<file path="src/rtl/ftf_decoder_03_pkg.sv">
// Shared constants and types for the 3-wire FTF receive path.
// Fibonacci weights, decoded value width, legal-codeword mask, FSM state type.
// Pure declarations; no logic, no latency.
package ftf_decoder_03_pkg;

    // Fibonacci weights for codeword bits b0, b1, b2.
    localparam int FNS01   = 1;
    localparam int FNS02   = 1;
    localparam int FNS03   = 2;

    // Width of a decoded value (0..4).
    localparam int FBLEN03 = 3;

    // Indexed by codeword: bit set means the codeword is a greedy Fibonacci
    // form (000, 010, 100, 110, 111).
    localparam logic [7:0] FTF03_LEGAL = 8'hD5;

    typedef enum logic {
        ACQUIRE = 1'b0,
        LOCKED  = 1'b1
    } ftf_state_t;

endpackage

</file>
<file path="src/rtl/ftf_decoder_03_decode_comb.sv">
// Combinational FTF codeword decoder: codeword -> weighted value, legal flag.
// Latency: zero (pure combinational).
// Backpressure: none; output follows input.
//
// Ports:
//   code  : 3-bit FTF codeword
//   value : Fibonacci-weighted value 2*b2 + b1 + b0 (meaningful only when legal)
//   legal : codeword is one of the greedy Fibonacci forms
module ftf_decode_comb_03
    import ftf_decoder_03_pkg::*;
(
    input  logic [2:0]         code,
    output logic [FBLEN03-1:0] value,
    output logic               legal
);

    always_comb begin
        value = FBLEN03'(FNS03 * int'(code[2]) +
                         FNS02 * int'(code[1]) +
                         FNS01 * int'(code[0]));
        legal = FTF03_LEGAL[code];
    end

endmodule

</file>
<file path="src/rtl/ftf_decoder_03.sv">
// FTF receive stage: two-stage pipeline decoding codewords, flagging illegal
// ones, and gating payload behind an ACQUIRE/LOCKED training FSM.
// Latency: codeword sampled at edge k appears on outputs at edge k+1; no backpressure.
//
// Ports:
//   clock, reset      : rising-edge clock, synchronous active-high reset
//   codein/code_valid : codeword from the bus and its qualifier
//   dataout           : last emitted payload value (holds when data_valid=0)
//   data_valid        : dataout carries a payload this cycle
//   code_err          : sampled codeword was illegal
//   locked            : FSM is in LOCKED
//   err_count         : saturating count of illegal codewords
module ftf_decoder_03
    import ftf_decoder_03_pkg::*;
#(
    parameter int LOCK_THRESH = 8,
    parameter int ERR_THRESH  = 4,
    parameter int ERRW        = 16
) (
    input  logic               clock,
    input  logic               reset,
    input  logic [2:0]         codein,
    input  logic               code_valid,
    output logic [FBLEN03-1:0] dataout,
    output logic               data_valid,
    output logic               code_err,
    output logic               locked,
    output logic [ERRW-1:0]    err_count
);

    localparam int GW = $clog2(LOCK_THRESH + 1);
    localparam int BW = $clog2(ERR_THRESH + 1);

    // Stage 1: raw capture of the bus.
    logic [2:0]         s1_code;
    logic               s1_vld;

    // Stage 2 state.
    ftf_state_t         state;
    logic [GW-1:0]      good_cnt;
    logic [BW-1:0]      bad_cnt;

    logic [FBLEN03-1:0] dec_value;
    logic               dec_legal;

    ftf_decode_comb_03 u_decode (
        .code  (s1_code),
        .value (dec_value),
        .legal (dec_legal)
    );

    logic emit;
    logic illegal;

    always_comb begin
        // Gate on the state *before* this edge so the lock-completing
        // training codeword is never emitted.
        emit    = s1_vld && dec_legal && (state == LOCKED);
        illegal = s1_vld && !dec_legal;
    end

    always_ff @(posedge clock) begin
        if (reset) begin
            s1_code    <= 3'b000;
            s1_vld     <= 1'b0;
            state      <= ACQUIRE;
            good_cnt   <= '0;
            bad_cnt    <= '0;
            dataout    <= '0;
            data_valid <= 1'b0;
            code_err   <= 1'b0;
            err_count  <= '0;
        end else begin
            s1_code    <= codein;
            s1_vld     <= code_valid;

            data_valid <= emit;
            code_err   <= illegal;
            if (emit) begin
                dataout <= dec_value;
            end

            // Saturate: the flag still pulses, the count just holds.
            if (illegal && (err_count != {ERRW{1'b1}})) begin
                err_count <= err_count + 1'b1;
            end

            // Invalid slots leave the FSM and its counters untouched.
            if (s1_vld) begin
                case (state)
                    ACQUIRE: begin
                        if (dec_legal) begin
                            if (good_cnt == GW'(LOCK_THRESH - 1)) begin
                                state    <= LOCKED;
                                good_cnt <= '0;
                            end else begin
                                good_cnt <= good_cnt + 1'b1;
                            end
                        end else begin
                            good_cnt <= '0;
                        end
                    end
                    LOCKED: begin
                        if (dec_legal) begin
                            bad_cnt <= '0;
                        end else if (bad_cnt == BW'(ERR_THRESH - 1)) begin
                            state   <= ACQUIRE;
                            bad_cnt <= '0;
                        end else begin
                            bad_cnt <= bad_cnt + 1'b1;
                        end
                    end
                    default: begin
                        state <= ACQUIRE;
                    end
                endcase
            end
        end
    end

    assign locked = (state == LOCKED);

endmodule

</file>
<file path="config.mk">
export PLATFORM = sky130hd
export DESIGN_NAME = ftf_decoder_03
export DESIGN_NICKNAME = d
export VERILOG_FILES = /design/src/rtl/ftf_decoder_03_pkg.sv /design/src/rtl/ftf_decoder_03_decode_comb.sv /design/src/rtl/ftf_decoder_03.sv
export SDC_FILE = /design/constraint.sdc
export NUM_CORES = 1
export LEC_CHECK = 0
export CAP_MARGIN = 20
export CORE_AREA = 2 2 69 71
export DETAILED_ROUTE_END_ITERATION = 10
export DIE_AREA = 0 0 71 73
export SYNTH_ARGS = -nofsm -noshare
export SYNTH_HDL_FRONTEND = slang
export SYNTH_SLANG_ARGS = --single-unit
</file>
<file path="constraint.sdc">
create_clock -name clock -period 2.7 [get_ports clock]
set_input_delay 0.54 -clock clock [delete_from_list [all_inputs] [get_ports clock]]
set_output_delay 0.54 -clock clock [all_outputs]
set_load 0.005 [all_outputs]
</file>
==> qor.txt <==
GRT overflow = 0
Ranking of synthesized cells by area = dfxtp_1 45%, a21oi_1 6.0%, ha_1 4.1%
Hold path start = bad_cnt[2]
Avg Inst Size Synth = 8.73 µm²
Post-route minimum period = 2110 ps
Crit path top cell by count = or4_1
DR iter-0 viols = 93
Pins over their slew limit = 0
Vias per cell = 5.15
DRC viols = 0
Core Footprint = 4540 µm²
Setup bufs post-CTS = 0
Hold-fix buffers, CTS = 0
Max Clock Freq = 0.474 GHz
HP Class = flip-flop to flip-flop
Post-synth cell types = 32
Yosys reg bits = 34
Number of global-route vias before repair = 1178
Placement Rows = 25
First-pass GRT wire length = 5.22 mm
Num CTS Buffers = 5
Post-synth EDFFs = 0
RSZ-0062 raised after global routing = no
Share of cells above drive strength 1 = 7.39%
Status = finished clean
Placer Congestion = 0.752
Crit end category = flip-flop
Req. time, crit path = 2920 ps
Post-route cell area = 1970 µm²
Root Driver = clkbuf_8
Crit path largest cell delay = 680 ps
Worst-Skew Late Latency = 290 ps
Filler cell count = 441
DR pass1 iterations = 4
Via count = 1324
CTS sink cnt = 34
Syn-to-layout area delta = 30.7%
Worst setup startpoint = dec_legal
Chip width = 71 µm
Max VDD drop = 0.000301 V
Crit start category = flip-flop
Mapped Cells = 173
Synthesized area = 1510 µm²
Cell Chain, Critical Path = nand2b_2 > or4_1 > or4_1 > a21oi_1
PostCTS Resize Cnt = 0
Die Span Y = 73 µm
Max-slew headroom = 54.6%
Buffers on Ports = 27
Final Setup Violations = 0
Inserted Diodes = 0
WHS Path Cells = 1
Ys Warns = 0
Final Skew = 7.49 ps
Leakage Power = 0.000676 µW
WL per Instance = 11.8 µm
Largest net degree at the start of global routing = 20
Post-synthesis sequential area ratio = 45.1%
Worst-path clk slew = 70 ps
Initial antenna violation count = 0
Yosys top cell by area = dfxtp_1
Remaining antenna violation count = 0
Htree depth = 2
Routed WL = 3.03 mm
Post-layout nets = 213
Area share of the largest cell type after synthesis = 45.1%
Most common cell in the netlist = dfxtp_1
WP data arrival = 2330 ps
Worst reg-to-reg path cell count = 4
CTS tree = yes
Power Density = 566 nW/µm²
Top FF cell, synth = dfxtp_1
Detailed placement HPWL = 2.14 mm
Worst-Margin Slew = 679 ps
Initial Utilization = 33.3%
Setup TNS = 0 ps
Final Hold Violating Endpoints = 0
Worst R2R Start = dec_legal
IO Pins = 28
Max-cap viol count = 0
CP max FO = 12
Placed Instance Area = 1840 µm²
Final period utilization = 78.1%
Clock buffer depth = 2
Crit Path Class = flip-flop to flip-flop
Slowest CP cell = or4_1
Hold Slack = 473 ps
Post-synthesis async set-or-reset flop share = 0%
Mapped Nets = 184
Commonest cells post-synth = 34 x dfxtp_1, 18 x a21oi_1, 15 x nor2_1
Die area = 5180 µm²
GR Util All Layers = 12.7%
registers in the layout, indices dropped and copies added, names as in the netlist:
register and flops:
dataout 3, good_cnt 4, code_err 1, data_valid 1, locked 1, err_count 16, dec_legal 1, bad_cnt 3
s1_vld 1, s1_code 3
metal layers:
| layer | vias up | wire, µm | track usage, % |
|---|---|---|---|
| met5 | - | 0 | 0 |
| met4 | 0 | 49 | 5.03 |
| met3 | 5 | 133 | 4.14 |
| met2 | 25 | 1280 | 18.8 |
| met1 | 595 | 1560 | 17.1 |
| li1 | 699 | - | - |
where the power goes:
part	internal [µW]	switching, µW	leakage (µW)
clock network	370	197	0.0000683
registers	507	6.66	0.000275
logic	17.5	17.0	0.000332
cell families after synthesis:
family	synth area share [%]
simple gates	30.6
buf+inv	2.57
flops	45.1
fa+ha+maj	4.14
xor+xnor	0.580
compound gates	13.7
mux	3.40
cell type report:
type | instances | area [µm²] | area share [%]
multi-input cells | 129 | 791 | 40.1
flip-flops and latches | 34 | 681 | 34.5
repair buffers | 29 | 285 | 14.5
clock buffers | 5 | 68.8 | 3.49
clock inverters | 3 | 68.8 | 3.49
well taps | 54 | 67.6 | 3.42
inverters | 3 | 11.3 | 0.571
placed cells by master, fill, tap and decap left out, types with 6 or more instances in the layout:
cell	synthesis	layout
nand3_1	9	9
clkdlybuf4s50_1	0	27
or3_1	7	7
dfxtp_1	34	34
or4_1	7	7
o31ai_1	6	6
nor2_1	15	15
nand2_1	11	11
a21oi_1	18	18
nor2b_1	10	10
o21ai_0	8	8
worst max-delay path, delay by kind of cell, from the launching register on:
| kind | cells | cell delay, ps |
|---|---|---|
| flip-flops | 1 | 420 |
| AND/OR/NAND/NOR | 3 | 1490 |
| AO/OA/AOI/OAI | 1 | 140 |
path summary, 6_finish.rpt:
kind	slack, ps	end
hold reg to reg	470	bad_cnt[2]
setup / recovery	590	err_count[11]
setup reg to reg	590	err_count[11]
hold / removal	470	bad_cnt[2]
per-stage QoR:
step | total power (µW) | util, % | cells | worst slack (ps)
final | 1120 | 43.5 | 257 | 590
after floorplan | 546 | - | 173 | 767
after global routing | 1160 | 43.5 | 257 | 433
after detailed placement | 561 | 40.5 | 249 | 608
after global placement | 561 | 40.5 | 249 | 645
after CTS | 1130 | 43.5 | 257 | 588
Note: power is estimated with default switching activity, not from simulation.
